==> config.mk <==
export PLATFORM = sky130hd
export DESIGN_NAME = ioctl_loader
export DESIGN_NICKNAME = d
export VERILOG_FILES = /design/src/rtl/ioctl_loader.sv
export SDC_FILE = /design/constraint.sdc
export NUM_CORES = 1
export LEC_CHECK = 0
export BUFFER_PORTS_ARGS = -buffer_cell sky130_fd_sc_hd__buf_2
export CAP_MARGIN = 20
export CORE_AREA = 5 5 106 108
export DETAILED_ROUTE_END_ITERATION = 10
export DIE_AREA = 0 0 111 113
export PLACE_DENSITY = 0.7
export SLEW_MARGIN = 25
export SYNTH_ARGS = -nofsm -noshare
export SYNTH_HDL_FRONTEND = slang
export SYNTH_SLANG_ARGS = --single-unit
==> constraint.sdc <==
create_clock -name clk_sys -period 2.7 [get_ports clk_sys]
set_input_delay 0.54 -clock clk_sys [delete_from_list [all_inputs] [get_ports clk_sys]]
set_output_delay 0.54 -clock clk_sys [all_outputs]
set_load 0.05 [all_outputs]
==> src/rtl/ioctl_loader.sv <==
// ioctl_loader: drives the ioctl download bus from a valid/ready byte stream.
// Ports: clk_sys, reset_n (sync, active-low); start/index_in begin a download;
//   s_data/s_valid/s_last/s_ready carry the image; ioctl_* go to the core's
//   loaders and ioctl_wait back-pressures them; busy/done/byte_count report
//   progress. Define IOCTL_LOADER_CSUM_EN to add the 8-bit checksum output.
module ioctl_loader #(
    parameter int WR_GAP = 3,
    parameter int ADDR_W = 25
) (
    input  logic              clk_sys,
    input  logic              reset_n,
    input  logic              start,
    input  logic [7:0]        index_in,
    input  logic [7:0]        s_data,
    input  logic              s_valid,
    input  logic              s_last,
    output logic              s_ready,
    output logic              ioctl_download,
    output logic              ioctl_wr,
    output logic [ADDR_W-1:0] ioctl_addr,
    output logic [7:0]        ioctl_dout,
    output logic [7:0]        ioctl_index,
    input  logic              ioctl_wait,
    output logic              busy,
    output logic              done,
    output logic [ADDR_W-1:0] byte_count
`ifdef IOCTL_LOADER_CSUM_EN
    ,
    output logic [7:0]        checksum
`endif
);

    typedef enum logic [2:0] {
        S_IDLE,
        S_ARM,
        S_FETCH,
        S_WRITE,
        S_GAP,
        S_TAIL
    } state_t;

    localparam logic [ADDR_W-1:0] A_ONE   = ADDR_W'(1);
    // Last gap count; unreachable (and unused) when WR_GAP is zero.
    localparam logic [3:0]        GAP_END = 4'(WR_GAP - 1);

    state_t            state_q, state_d;
    logic [7:0]        index_q, index_d;
    logic [ADDR_W-1:0] addr_q, addr_d;
    logic [7:0]        dout_q, dout_d;
    logic [ADDR_W-1:0] next_q, next_d;
    logic [ADDR_W-1:0] count_q, count_d;
    logic              last_q, last_d;
    logic [3:0]        gap_q, gap_d;
    logic              done_q, done_d;
`ifdef IOCTL_LOADER_CSUM_EN
    logic [7:0]        csum_q, csum_d;
`endif

    always_ff @(posedge clk_sys) begin
        if (!reset_n) begin
            state_q <= S_IDLE;
            index_q <= '0;
            addr_q  <= '0;
            dout_q  <= '0;
            next_q  <= '0;
            count_q <= '0;
            last_q  <= 1'b0;
            gap_q   <= '0;
            done_q  <= 1'b0;
`ifdef IOCTL_LOADER_CSUM_EN
            csum_q  <= '0;
`endif
        end else begin
            state_q <= state_d;
            index_q <= index_d;
            addr_q  <= addr_d;
            dout_q  <= dout_d;
            next_q  <= next_d;
            count_q <= count_d;
            last_q  <= last_d;
            gap_q   <= gap_d;
            done_q  <= done_d;
`ifdef IOCTL_LOADER_CSUM_EN
            csum_q  <= csum_d;
`endif
        end
    end

    always_comb begin
        state_d = state_q;
        index_d = index_q;
        addr_d  = addr_q;
        dout_d  = dout_q;
        next_d  = next_q;
        count_d = count_q;
        last_d  = last_q;
        gap_d   = gap_q;
        done_d  = 1'b0;
`ifdef IOCTL_LOADER_CSUM_EN
        csum_d  = csum_q;
`endif
        unique case (state_q)
            S_IDLE: begin
                if (start) begin
                    index_d = index_in;
                    next_d  = '0;
                    count_d = '0;
`ifdef IOCTL_LOADER_CSUM_EN
                    csum_d  = '0;
`endif
                    state_d = S_ARM;
                end
            end
            S_ARM: state_d = S_FETCH;
            S_FETCH: begin
                if (s_valid && !ioctl_wait) begin
                    addr_d  = next_q;
                    dout_d  = s_data;
                    next_d  = next_q + A_ONE;
                    last_d  = s_last;
                    state_d = S_WRITE;
                end
            end
            S_WRITE: begin
                count_d = count_q + A_ONE;
`ifdef IOCTL_LOADER_CSUM_EN
                csum_d  = csum_q + dout_q;
`endif
                gap_d   = '0;
                if (WR_GAP > 0)
                    state_d = S_GAP;
                else
                    state_d = last_q ? S_TAIL : S_FETCH;
            end
            S_GAP: begin
                if (gap_q == GAP_END)
                    state_d = last_q ? S_TAIL : S_FETCH;
                else
                    gap_d = gap_q + 4'd1;
            end
            S_TAIL: begin
                // done is registered so it rises together with the fall of
                // ioctl_download on the first IDLE cycle.
                done_d  = 1'b1;
                state_d = S_IDLE;
            end
            default: state_d = S_IDLE;
        endcase
    end

    assign busy           = (state_q != S_IDLE);
    assign ioctl_download = busy;
    assign ioctl_wr       = (state_q == S_WRITE);
    assign s_ready        = (state_q == S_FETCH) && !ioctl_wait;
    assign ioctl_addr     = addr_q;
    assign ioctl_dout     = dout_q;
    assign ioctl_index    = index_q;
    assign byte_count     = count_q;
    assign done           = done_q;
`ifdef IOCTL_LOADER_CSUM_EN
    assign checksum       = csum_q;
`endif

endmodule

After elaboration in Yosys (flattened, before gate mapping)
Cells that the tools add are included. W data, S select, Z words.

Bits in registers: 100. Latch bits: 0. RAM bits: 0. Memory bits (read-only): 0. Input bits: 22. Output and inout bits: 71. Word-level logic and storage cells: 48. Memories kept: 0.

Add/sub/neg operators: 3. Multiply operators: 0. Div/mod/pow operators: 0. Magnitude comparators: 0. Equality and inequality tests: 10. Shift-type cells: 0. Multiplexer cells: 12. Bitwise logic cells: 0. Reductions and logical operators: 14.

Operators by type and width (count): $pmux W25 S2 (2); $add A25 B1 Y25 const B (2); $mux W25 (2); $pmux W3 S5 (1); $mux W3 (4); $ne A2 B2 Y1 const B (4); $pmux W4 S2 (1); $reduce_and A2 Y1 (4); $eq A3 B2 Y1 const B (2); $eq A3 B3 Y1 const B (2); $reduce_and A3 Y1 (2); $reduce_bool A2 Y1 (3); $add A4 B1 Y4 const B (1); $eq A4 B2 Y1 const B (1); $mux W4 (1); $eq A3 B1 Y1 const B (1); $logic_not A3 Y1 (1); $reduce_bool A3 Y1 (1); $logic_and A1 B1 Y1 (2); $logic_not A1 Y1 (1); $mux W1 (1).

Longest topological paths before layout
Word-level depth: 4. Mapped depth: 7. Depth with buffers taken out: 6.

Least setup slack after synthesis
No wires, ideal clock.

Path kind: flip-flop to output port. Start point: reg state_q[1]. End point: out s_ready. Arrival: 2191 ps. Data required time: 2160 ps. Slack: -31 ps. Cell stages (with the launch flop): 4. Path buffers: 1. Path through: dfxtp_1 buf_2 inv_2 nor4_1.

Longest elaborated chain between the ends: 2.

RTL lines: from (decl) (RTL line 46) `state_t state_q, state_d;`; from (signal assigned) (RTL line 74) `state_q <= state_d;`; $eq A3 B2 Y1 (RTL line 154) `assign s_ready = (state_q == S_FETCH) && !ioctl_wait;`; $logic_and A1 B1 Y1 (RTL line 154); to (decl) (RTL line 17) `output logic s_ready,`.

No other way between the ends.

Worst setup path after layout
Start point: reg state_q[2]. End point: out ioctl_wr.

Longest elaborated chain between the ends: 1.

RTL lines: $eq A3 B2 Y1 (RTL line 153) `assign ioctl_wr = (state_q == S_WRITE);`; to (decl) (RTL line 19) `output logic ioctl_wr,`.

No other way between the ends.

==> impl_metrics.sql <==
INSERT INTO impl_metrics (metric_group, metric, value, unit) VALUES
('setup_path', 'cp-startpoint', 'state_q[2]', ''),
('grt', 'antenna_violations_before_repair', '0', ''),
('cells_and_area', 'antenna_cells_inserted', '0', ''),
('setup_path', 'worst_path_max_delay_cell', 'sky130_fd_sc_hd__dfxtp_1', ''),
('synth', 'post_synth_instance_area', '4650', 'sq um'),
('floorplan', 'io-pin-count', '93', ''),
('detailed_routing', 'post_dr_vias_cell', '5.47', ''),
('synth', 'fraction_of_the_yosys_area_taken_by_sequential_cells', '43.1', '%'),
('detailed_routing', 'first_pass_iters', '4', ''),
('setup_path', 'regToRegStartpoint', 'state_q[1]', ''),
('sta', 'max_slew.worst_pin.slew', '0.781', 'ns'),
('synth', 'synth_top_flop_cell', 'sky130_fd_sc_hd__dfxtp_1', ''),
('floorplan', 'initial_utilization', '45.8', '%'),
('setup_path', 'slowest_delay', '0.65', 'ns'),
('floorplan', 'die_area', '12500', 'sq um'),
('power', 'cellPowerDensity', '544', 'nW/um^2'),
('sta', 'final_min_period_over_clock_period', '88.5', '%'),
('cells_and_area', 'num-nets-final', '650', ''),
('detailed_routing', 'num_vias', '4186', ''),
('cts', 'cts_htree_levels', '3', ''),
('synth', 'ys_seq_elements', '100', ''),
('sta', 'final-setup-viol-count', '0', ''),
('grt', 'first_global_vias', '3926', ''),
('grt', 'grt_util_met1', '20.9', '%'),
('sta', 'unrepaired_setup_endpoints_after_global_routing', 'false', ''),
('cts', 'postCtsSetupBuffers', '0', ''),
('place', 'place_hpwl', '7670', 'um'),
('sta', 'hold_viol_final', '0', ''),
('setup_path', 'worstPathCellList', 'nand3b_4 -> buf_4 -> inv_1 -> buf_2', ''),
('grt', 'grt_start_max_net_pins', '75', ''),
('cells_and_area', 'area.growth.synth_to_final', '17.1', '%'),
('synth', 'synth_area_per_cell', '8.54', 'sq um'),
('synth', 'yosysUniqueCellTypes', '58', ''),
('outcome', 'run_status', 'completed', ''),
('detailed_routing', 'remaining_drc_errors', '0', ''),
('detailed_routing', 'ant_nets', '0', ''),
('sta', 'finalMaxSlewViolations', '0', ''),
('sta', 'final.setup_skew', '0.0170', 'ns'),
('synth', 'synth_warn', '0', ''),
('power', 'vdd.ir_drop.worst', '0.323', 'mV'),
('cts', 'cts-buffers-inserted', '9', ''),
('cts', 'insertion_delay', '0.37', 'ns'),
('setup_path', 'critical_path.max_fanout', '16', ''),
('hold_path', 'worstHoldStart', 's_data[7]', ''),
('floorplan', 'core', '10100', 'sq um'),
('detailed_routing', 'dr_iter_0_viols', '213', ''),
('power', 'total_power', '2960', 'uW'),
('hold_path', 'hold_class', 'input port to flip-flop', ''),
('cells_and_area', 'layout.cells.non_filler', '765', ''),
('synth', 'number_of_nets_produced_by_synthesis', '570', ''),
('detailed_routing', 'wire_per_inst', '14.1', 'um'),
('grt', 'm2_gr_usage', '30.2', '%'),
('place', 'portBuffers', '92', ''),
('synth', 'postSynthCellCount', '544', ''),
('floorplan', 'core.rowCount', '37', ''),
('floorplan', 'die_h', '113', 'um'),
('setup_path', 'criticalPathCategory', 'flip-flop to primary output', ''),
('setup_path', 'worst_ep_arrival_time', '1.85', 'ns'),
('cts', 'clock_sinks', '100', ''),
('place', 'routabilityCongestion', '0.781', ''),
('power', 'power_leakage', '0.00212', 'uW'),
('cells_and_area', 'layout.core_utilization', '53.6', '%'),
('grt', 'grt_first_pass_wirelength', '18100', 'um'),
('grt', 'grt_busiest_layer', 'met2', ''),
('detailed_routing', 'route.final.wire_length', '10800', 'um'),
('run', 'cap_viol_max_count', '0', ''),
('sta', 'fin_worst_hold_slack', '0.401', 'ns'),
('synth', 'postSynth.asyncResetShare', '0', '%'),
('floorplan', 'dieWidth', '111', 'um'),
('grt', 'globalRouteTotalUtil', '17.0', '%'),
('setup_path', 'cp-end-kind', 'primary output', '');
-- flip-flops by register name, indices dropped and copies added, names as in the netlist --
signal	flops
ioctl_dout	8
ioctl_index	8
byte_count	25
ioctl_addr	25
gap_q	4
state_q	3
last_q	1
done	1
next_q	25
-- cell usage in the layout (no fill, tap or decap), drive strengths merged, types with 3 or more instances in the layout --
cell type and n:
nor2 12, o211ai 10, nor3 4, xnor2 4, or4b 3, o41ai 3, or3 7, nand3 21
clkbuf 10, and2 8, buf 101, nor2b 3, dfxtp 100, a21boi 54, or4 15, inv 12
a211oi 3, nand4 11, ha 4, nand2 122, nand3b 4, and4 6, a21oi 18, mux2i 15
nand2b 12, nor4 13, o31ai 8, or2 3, o21ai 10, and3 3, o311ai 5
-- power by group --
group	switching, uW	internal, uW	leakage, uW
clock	535	439	0.0000988
sequential	28.5	1500	0.000807
combinational	328	130	0.00121
-- cell families (layout without fill, tap and decap cells) --
kind of cell | count (synthesis) | after routing | synth area share (%)
AO/OA/AOI/OAI | 122 | 122 | 18.8
adder cells (fa/ha/maj) | 4 | 4 | 1.08
flip-flops | 100 | 100 | 43.1
buffers and inverters | 42 | 127 | 3.64
AND/OR/NAND/NOR | 255 | 255 | 29.0
multiplexers | 15 | 15 | 3.23
XOR/XNOR | 6 | 6 | 1.13
-- metal layers --
layer	up-vias	part of all wire [%]
met5	-	0
met4	0	1.0
met3	10	4.1
met2	81	49
li1	2118	-
met1	1977	46
-- through the flow --
step	cell area, sq um	setup slack [ns]
3_3_place_gp	5240	0.568
3_5_place_dp	5240	0.537
2_1_floorplan	4650	0.446
5_1_grt	5440	0.143
6_report	5440	0.310
4_1_cts	5440	0.322
-- cell usage after synthesis (3+ instances only) --
library cell               number  area share, %
sky130_fd_sc_hd__o41ai_1        3           0.57
sky130_fd_sc_hd__o21ai_0        9           0.97
sky130_fd_sc_hd__a21oi_1       18            1.9
sky130_fd_sc_hd__nor2_1        12           0.97
sky130_fd_sc_hd__or4_1         14            2.3
sky130_fd_sc_hd__and3_1         3           0.40
sky130_fd_sc_hd__o31ai_1        8            1.3
sky130_fd_sc_hd__and2_1         8            1.1
sky130_fd_sc_hd__nand4_1        9            1.2
sky130_fd_sc_hd__o211ai_1      10            1.6
sky130_fd_sc_hd__clkbuf_1      24            1.9
sky130_fd_sc_hd__and4_1         6            1.1
sky130_fd_sc_hd__or3_1          6           0.81
sky130_fd_sc_hd__nand2_1      122            9.9
sky130_fd_sc_hd__nor4_1        12            1.6
sky130_fd_sc_hd__buf_2          6           0.65
sky130_fd_sc_hd__nand3b_1       3           0.48
sky130_fd_sc_hd__nand3_1       21            2.3
sky130_fd_sc_hd__dfxtp_1      100             43
sky130_fd_sc_hd__a21boi_1      13            2.1
sky130_fd_sc_hd__or2_2          3           0.40
sky130_fd_sc_hd__nor2b_1        3           0.40
sky130_fd_sc_hd__nor3_1         4           0.43
sky130_fd_sc_hd__o311ai_0       5           0.94
sky130_fd_sc_hd__xnor2_1        4           0.75
sky130_fd_sc_hd__a21boi_0      41            6.6
sky130_fd_sc_hd__ha_1           4            1.1
sky130_fd_sc_hd__mux2i_1       15            3.2
sky130_fd_sc_hd__inv_1          9           0.73
sky130_fd_sc_hd__nand2b_1      12            1.6
-- worst max-delay path, delay by kind of cell (launching register included) --
| kind | cells | cell delay, ns |
|---|---|---|
| buffers and inverters | 3 | 0.59 |
| flip-flops | 1 | 0.65 |
| AND/OR/NAND/NOR | 1 | 0.24 |
-- worst paths after layout --
check | end | slack [ns] | cells after the start
max | ioctl_wr | 0.31 | 4
min | ioctl_dout[7] | 0.40 | 3
max reg2reg | byte_count[9] | 0.55 | 5
min reg2reg | ioctl_dout[7] | 0.45 | 2
-- final cells by class --
cell class / instances / area, sq um
fill: 953 / 4700
multi-input combinational: 402 / 2490
sequential: 100 / 2000
timing repair buffer: 101 / 541
tap: 136 / 170
clock buffer: 10 / 128
clock inverter: 6 / 71.3
inverter: 10 / 37.5
(Power assumes the default switching activity.)
